--- config.mk ---
export PLATFORM = sky130hd
export DESIGN_NAME = mac_seq_ctrl
export DESIGN_NICKNAME = d
export VERILOG_FILES = /design/src/rtl/mac_seq_ctrl.sv
export SDC_FILE = /design/constraint.sdc
export NUM_CORES = 1
export LEC_CHECK = 0
export BUFFER_PORTS_ARGS = -buffer_cell sky130_fd_sc_hd__buf_2
export CORE_AREA = 2 2 80 82
export DETAILED_ROUTE_END_ITERATION = 10
export DIE_AREA = 0 0 82 84
export PLACE_DENSITY = 0.88
export SLEW_MARGIN = 30
export SYNTH_ARGS = -nofsm -noshare
export SYNTH_HDL_FRONTEND = slang
export SYNTH_SLANG_ARGS = --single-unit
--- constraint.sdc ---
create_clock -name clk -period 2.6 [get_ports clk]
set_clock_uncertainty 0.1 [all_clocks]
set_input_delay 0.39 -clock clk [delete_from_list [all_inputs] [get_ports clk]]
set_output_delay 0.39 -clock clk [all_outputs]
set_load 0.01 [all_outputs]
--- src/rtl/mac_seq_ctrl.sv ---
// Sequencer for one MAC datapath: issues K operand reads, strobes clear/enable
// in step with the 1-cycle buffer latency, then holds the sum on a valid/ready port.
module mac_seq_ctrl #(
    parameter int DATA_WIDTH = 8,
    parameter int ACC_WIDTH  = 32,
    parameter int ADDR_WIDTH = 8,
    parameter int LEN_WIDTH  = 8
) (
    input  logic                  clk,
    input  logic                  rst,
    input  logic                  start,
    input  logic [LEN_WIDTH-1:0]  len,
    input  logic [ADDR_WIDTH-1:0] base_addr,
    input  logic                  abort,
    output logic                  busy,
    output logic                  rd_en,
    output logic [ADDR_WIDTH-1:0] rd_addr,
    output logic                  mac_clear,
    output logic                  mac_en,
    input  logic [ACC_WIDTH-1:0]  acc_in,
    output logic                  res_valid,
    output logic [ACC_WIDTH-1:0]  res_data,
    input  logic                  res_ready
);

    typedef enum logic [2:0] {
        IDLE,
        CLEAR,
        ISSUE,
        DRAIN,
        CAPTURE,
        OUT
    } state_t;

    // The accumulator must be able to hold at least one full operand product.
    if (ACC_WIDTH < 2 * DATA_WIDTH) begin : g_accTooNarrow
        $error("mac_seq_ctrl: ACC_WIDTH narrower than one operand product");
    end

    state_t                r_state;
    state_t                w_nextState;
    logic [LEN_WIDTH-1:0]  r_len;
    logic [LEN_WIDTH-1:0]  r_cnt;
    logic [ADDR_WIDTH-1:0] r_base;
    logic                  r_macEn;
    logic [ACC_WIDTH-1:0]  r_resData;
    logic                  w_accept;
    logic                  w_busy;
    logic                  w_rdEn;
    logic                  w_macClear;
    logic                  w_resValid;
    logic [ADDR_WIDTH-1:0] w_rdAddr;

    assign w_accept = (r_state == IDLE) && start && !abort;

    always_ff @(posedge clk or posedge rst) begin
        if (rst) begin
            r_state <= IDLE;
        end else begin
            r_state <= w_nextState;
        end
    end

    always_comb begin
        w_nextState = r_state;
        case (r_state)
            IDLE:    if (w_accept) w_nextState = CLEAR;
            CLEAR:   w_nextState = (r_len == '0) ? CAPTURE : ISSUE;
            ISSUE:   if (r_cnt == r_len - LEN_WIDTH'(1)) w_nextState = DRAIN;
            DRAIN:   w_nextState = CAPTURE;
            CAPTURE: w_nextState = OUT;
            OUT:     if (res_ready) w_nextState = IDLE;
            default: w_nextState = IDLE;
        endcase
        // Abort overrides every transition, including a start seen in IDLE.
        if (abort) w_nextState = IDLE;
    end

    always_comb begin
        w_busy     = (r_state != IDLE);
        w_rdEn     = (r_state == ISSUE);
        w_macClear = (r_state == CLEAR);
        w_resValid = (r_state == OUT);
        w_rdAddr   = '0;
        if (w_rdEn) w_rdAddr = r_base + ADDR_WIDTH'(r_cnt);
    end

    // Job registers, the MAC enable pipeline stage and the captured result.
    always_ff @(posedge clk or posedge rst) begin
        if (rst) begin
            r_len     <= '0;
            r_base    <= '0;
            r_cnt     <= '0;
            r_macEn   <= 1'b0;
            r_resData <= '0;
        end else begin
            if (w_accept) begin
                r_len  <= len;
                r_base <= base_addr;
                r_cnt  <= '0;
            end else if (r_state == ISSUE) begin
                r_cnt <= r_cnt + LEN_WIDTH'(1);
            end
            r_macEn <= w_rdEn && !abort;
            if (r_state == CAPTURE && !abort) r_resData <= acc_in;
        end
    end

    assign busy      = w_busy;
    assign rd_en     = w_rdEn;
    assign rd_addr   = w_rdAddr;
    assign mac_clear = w_macClear;
    assign mac_en    = r_macEn;
    assign res_valid = w_resValid;
    assign res_data  = r_resData;

endmodule
==> impl_metrics.tcl, run 1 <==
set metrics [dict create \
    status "finished, violations left" \
    violations "setup timing" \
    core_area_um2 6100 \
    pre_cts_slack_ns 0.121 \
    dr.pass1.iters 4 \
    syn_area_per_cell_um2 10.8 \
    clock_path_buffers 2 \
    cts_buffers 9 \
    final.period_utilization 1.03 \
    drt_iter0_drc 136 \
    clk_latency_ns 0.33 \
    start_util 0.494 \
    setup_ws_ns -0.0824 \
    antenna_found_initial 0 \
    ys_seq_area_frac 0.498 \
    route.vias.total 2409 \
    io_pins 98 \
    globalRouteOverflowTotal 0 \
    synth_nets 344 \
    finalPower_w 0.00324 \
    syn-cell-area_um2 3010 \
    area_growth_pct 28.1 \
    crit_fanout 2 \
    layout.nets 449 \
    cp-start-kind "register" \
    powerDensity_nw_per_um2 838 \
    io_buffers 97 \
    p_int_w 0.00225 \
    place_hpwl_mm 4.79 \
    worstPathRequired_ns 2.11 \
    cts_root_buf "clkbuf_8" \
    report.final.slew_viol_count 0 \
    ir_drop_mv 0.469 \
    antenna_cells 0 \
    pwr-share-clk 0.282 \
    layout_min_cycle_time_ns 2.68 \
    tightest_slew_ns 0.526 \
    synth_seq_cells 60 \
    cp_common_cell "a21o_1" \
    max-cap-violations 0 \
    p_sw_frac 0.305 \
    finalWirelength_mm 6.63 \
    mostFrequentLayoutCells "buf_2 (97), dfrtp_1 (58), nand2_1 (52)" \
    drive_gt1_frac 0.436 \
    path_delay_family "compound AO/OA/AOI/OAI gates" \
    fp.dieW_um 82 \
    slew_headroom 0.649 \
    htreeDepth 3 \
    timing.fmax_mhz 373 \
    synthFlopType "dfrtp_1" \
    critPathKind "register to output pin" \
    power_frac_seq 0.420 \
    critPathArrivalTime_ns 2.19 \
    synth_edf_count 0 \
    yosysUniqueCellTypes 44 \
    track_usage 0.199 \
    drc 0 \
    holdCritPathClass "primary input to register" \
    numClockSinks 60 \
    p_switching_w 0.000988 \
    avgRoutedWirePerCell_um 14.2 \
    fp.dieH_um 84 \
    cts_tree "built" \
    place_congestion 0.823 \
    antenna_left 0 \
    power_leakage_nw 2.04 \
    path_cells "ha_2, fa_2, a21o_1, a21o_1, a21oi_2, nor4b_1, a211o_1, buf_2" \
    crit_path_end_kind "output pin" \
    report.final.setup_viol 1 \
    clkSlewWorstSetupHoldPaths_ns 0.07 \
    grt_pass1_vias 2302 \
    grt_max_degree 35 \
    synth_warnings 0 \
    synthCells 280 \
    slowest_delay_ns 0.38 \
    grt_pass1_wl_mm 10.5 \
    mostFrequentLayoutCell "buf_2" \
    p_comb_frac 0.298 \
    critPathBufInv 1 \
    filler_cell_count 499 \
    viasPerCell 5.16 \
    num_rows 29 \
    slowest_stage "dfrtp_1" \
    die-area_um2 6890 \
    synthArstFlopShare 1.00 \
    grt_setup_unrepaired "true" \
    final_hold_viol_count 0 \
]
-- registers in the layout, summed over array words and instances, names as in the netlist --
| name | count |
|---|---|
| r_cnt | 8 |
| mac_en | 1 |
| r_len | 8 |
| r_base | 8 |
| r_state | 3 |
| res_data | 32 |
-- cells in the mapped netlist (3+ instances only) --
cell | instances | area share
o21ai_0 | 4 | 0.0066
xnor2_1 | 14 | 0.041
mux2_2 | 32 | 0.12
a21o_1 | 4 | 0.010
dfrtp_1 | 60 | 0.50
xor2_1 | 9 | 0.026
nand2_1 | 52 | 0.065
nand4_1 | 3 | 0.0062
and3_1 | 3 | 0.0062
ha_1 | 10 | 0.042
a21oi_1 | 10 | 0.017
clkbuf_1 | 3 | 0.0037
inv_1 | 6 | 0.0075
buf_2 | 8 | 0.013
nor2_1 | 19 | 0.024
nor3_1 | 6 | 0.010
-- worst register-to-register path, cell delays in order (launching register included) --
cell     delay (ns)
dfrtp_2        0.43
buf_4          0.17
or3_4          0.40
or3b_1         0.63
nand2_1        0.19
nand2_1        0.06
-- layer usage --
metal / vias to the layer above / track usage / part of all wire / wire length [um]
met5: - / 0 / 0 / 0
met2: 60 / 0.321 / 0.50 / 3340
li1: 1161 / - / - / -
met3: 15 / 0.0335 / 0.040 / 263
met4: 0 / 0.0909 / 0.025 / 163
met1: 1173 / 0.258 / 0.43 / 2860
-- power by group through the flow --
stage / registers, W / clock network, W / logic, W
after floorplan: 0.00145 / 0 / 0.000499
after global placement: 0.00135 / 0 / 0.000922
after detailed placement: 0.00137 / 0 / 0.000958
after CTS: 0.00136 / 0.000927 / 0.000967
after global routing: 0.00139 / 0.000972 / 0.00107
final: 0.00136 / 0.000913 / 0.000964
-- area by class of cell --
| cell class | count | area, um^2 | share of cell area |
|---|---|---|---|
| Clock buffer | 12 | 145 | 0.0376 |
| Timing Repair Buffer | 107 | 563 | 0.146 |
| Sequential cell | 60 | 1500 | 0.389 |
| Inverter | 8 | 31.3 | 0.00810 |
| Multi-Input combinational cell | 199 | 1450 | 0.375 |
| Clock inverter | 4 | 72.6 | 0.0188 |
| Tap cell | 77 | 96.3 | 0.0249 |
-- logic make-up after synthesis --
family          share of synthesized area
compound gates                     0.0536
xor+xnor                           0.0668
fa+ha+maj                          0.0482
buf+inv                            0.0336
flops                               0.498
mux                                 0.123
simple gates                        0.177
-- worst paths after layout --
kind / endpoint / depth (start not counted) / slack [ns] / start
max in group asynchronous: r_cnt[2] / 4 / 1.42 / rst
min: r_base[5] / 3 / 0.15 / base_addr[5]
max reg2reg: r_len[5] / 5 / 0.51 / r_state[1]
max: rd_addr[6] / 8 / -0.08 / r_base[0]
min in group asynchronous: res_data[11] / 3 / 0.36 / rst
min reg2reg: r_base[5] / 2 / 0.40 / r_base[5]
-- metrics by stage --
stage / cell area (um^2) / cells / utilization / setup TNS (ns) / hold slack [ns]
after detailed placement: 3580 / 447 / 0.587 / 0 / 0.151
after global routing: 3860 / 467 / 0.634 / -0.257 / 0.161
after floorplan: 3010 / 280 / - / 0 / 0.348
after global placement: 3580 / 447 / 0.587 / 0 / 0.148
after CTS: 3830 / 465 / 0.628 / -0.0816 / 0.139
final: 3860 / 467 / 0.634 / -0.0824 / 0.148
-- repair_timing --
item | in CTS | in global routing
hold buffers | 1 | 0
pin swaps | 3 | 5
cloned | 0 | 0
setup endpoints to repair | 2 | 3
gates resized for setup | 5 | 4
buffers inserted | 1 | 2
hold endpoints to repair | 2 | 0
No activity file was read; power rests on OpenSTA's default activity.
==> run 2, diff against run 1 <==
--- a/config.mk
+++ b/config.mk
@@ -6,9 +6,9 @@
 export NUM_CORES = 1
 export LEC_CHECK = 0
 export BUFFER_PORTS_ARGS = -buffer_cell sky130_fd_sc_hd__buf_2
-export CORE_AREA = 2 2 80 82
+export CORE_AREA = 2 2 68 96
 export DETAILED_ROUTE_END_ITERATION = 10
-export DIE_AREA = 0 0 82 84
+export DIE_AREA = 0 0 70 98
 export PLACE_DENSITY = 0.88
 export SLEW_MARGIN = 30
 export SYNTH_ARGS = -nofsm -noshare
==> run 2 against run 1 <==
Net effect:
- the flow still finishes with violations (setup timing)
- total power is 0.41% higher
- sequential share of layout area up 0.083 points
- die area down 0.41%
- final area fell by 0.13%
==> impl_metrics.tcl, run 2 (synthesis results as in run 1) <==
set metrics [dict create \
    timing.fmax_mhz 375 \
    core_area_um2 6040 \
    max-cap-violations 0 \
    antenna_found_initial 0 \
    fp.dieH_um 98 \
    grt_setup_unrepaired "true" \
    numClockSinks 60 \
    report.final.setup_viol 2 \
    drt_iter0_drc 154 \
    grt_pass1_wl_mm 10.7 \
    largest_reg_flops 32 \
    antenna_left 0 \
    timing.rr.end "r_cnt[7]" \
    finalWirelength_mm 6.44 \
    path_cells "ha_2, fa_2, a21o_1, a21o_1, a21oi_2, nor4b_1, a211o_1, buf_2" \
    globalRouteOverflowTotal 0 \
    place_hpwl_mm 4.82 \
    grt_pass1_vias 2488 \
    violations "setup timing" \
    cts_buffers 9 \
    dr.pass1.iters 4 \
    cp_common_cell "a21o_1" \
    io_buffers 97 \
    clock_path_buffers 2 \
    cts_tree "built" \
    cts_root_buf "clkbuf_8" \
    layout.nets 448 \
    grt_max_degree 31 \
    drive_gt1_frac 0.443 \
    critPathKind "register to output pin" \
    setup_ws_ns -0.0659 \
    fin_setup_tns_ns -0.0717 \
    crit_end "rd_addr[6]" \
    area_growth_pct 28.0 \
    cp-start-kind "register" \
    route.vias.total 2385 \
    drc 0 \
    num_rows 34 \
    slowest_delay_ns 0.38 \
    antenna_cells 0 \
    tightest_slew_ns 0.563 \
    worstPathRequired_ns 2.11 \
    reg2regPathDepth 6 \
    final_hold_viol_count 0 \
    clkSlewWorstSetupHoldPaths_ns 0.07 \
    clk_latency_ns 0.33 \
    critPathArrivalTime_ns 2.18 \
    avgRoutedWirePerCell_um 14.0 \
    mostFrequentLayoutCell "buf_2" \
    layout_min_cycle_time_ns 2.67 \
    htreeDepth 3 \
    power_leakage_nw 2.05 \
    viasPerCell 5.18 \
    slowest_stage "dfrtp_1" \
    mostFrequentLayoutCells "buf_2 (97), dfrtp_1 (57), nand2_1 (52)" \
    die-area_um2 6860 \
    slew_headroom 0.624 \
    ir_drop_mv 0.532 \
    final.period_utilization 1.03 \
    place_congestion 0.833 \
    crit_path_end_kind "output pin" \
    start_util 0.499 \
    hold_ws_ns 0.00123 \
    powerDensity_nw_per_um2 843 \
    report.final.slew_viol_count 0 \
    status "finished, violations left" \
    crit_fanout 2 \
    finalNonFillerCells 460 \
    reg2reg_setup_slack_ns 0.56 \
    placed_cells 443 \
    fp.dieW_um 70 \
    holdCritPathClass "primary input to asynchronous set/reset pin" \
    critPathLaunch "r_cnt[0]" \
    io_pins 98 \
    track_usage 0.196 \
    timing.rr.start "r_state[1]" \
]
[run 2: how the worst min path moves through the flow]
stage                   end  depth (start not counted)  startpoint  slack [ns]
6_report       res_data[29]                          2         rst       0.001
5_1_grt         res_data[6]                          2         rst        0.05
4_1_cts         res_data[4]                          2         rst       0.009
3_5_place_dp    res_data[4]                          2         rst        0.38
3_3_place_gp      r_base[0]                          2   r_base[0]        0.37
2_1_floorplan     r_base[2]                          2   r_base[2]        0.35
[run 2: through the flow]
step / util / cell area, um^2 / power, W / worst slack [ns]
2_1_floorplan: - / 3010 / 0.00195 / 0.182
3_3_place_gp: 0.595 / 3590 / 0.00227 / 0.137
3_5_place_dp: 0.595 / 3590 / 0.00232 / 0.113
4_1_cts: 0.636 / 3840 / 0.00328 / -0.0728
5_1_grt: 0.639 / 3860 / 0.00345 / -0.160
6_report: 0.639 / 3860 / 0.00325 / -0.0659
[run 2: routing by layer]
layer / share of wire / GRT usage / routed length [um]
met2: 0.55 / 0.347 / 3560
met4: 0.014 / 0.101 / 89
met5: 0 / 0 / 0
met1: 0.38 / 0.214 / 2460
met3: 0.050 / 0.0485 / 323
[run 2: layout make-up]
class	instances	area [um^2]
fill	481	2180
timing repair buffer	106	566
sequential	60	1510
multi-input combinational	199	1440
inverter	8	31.3
clock inverter	4	72.6
tap	72	90.1
clock buffer	11	151
[run 2: timing repair]
item                       in CTS  in global routing
resized for setup               5                  5
setup buffers                   2                  0
pin swaps                       2                  0
setup endpoints to repair       3                  4
hold buffers                    0                  0
[run 2: where the power goes]
group	total (W)	switching, W	leakage, nW	internal (W)
Combinational	0.000974	0.000481	1.16	0.000494
Sequential	0.00135	0.000155	0.777	0.00120
Clock	0.000928	0.000343	0.111	0.000585
[run 2: worst max-delay path: cells and delay by family, from the launching register on]
family / cells / cell delay (ns)
AO/OA/AOI/OAI: 4 / 0.72
buffers and inverters: 1 / 0.14
adder cells (fa/ha/maj): 2 / 0.54
flip-flops: 1 / 0.38
AND/OR/NAND/NOR: 1 / 0.07
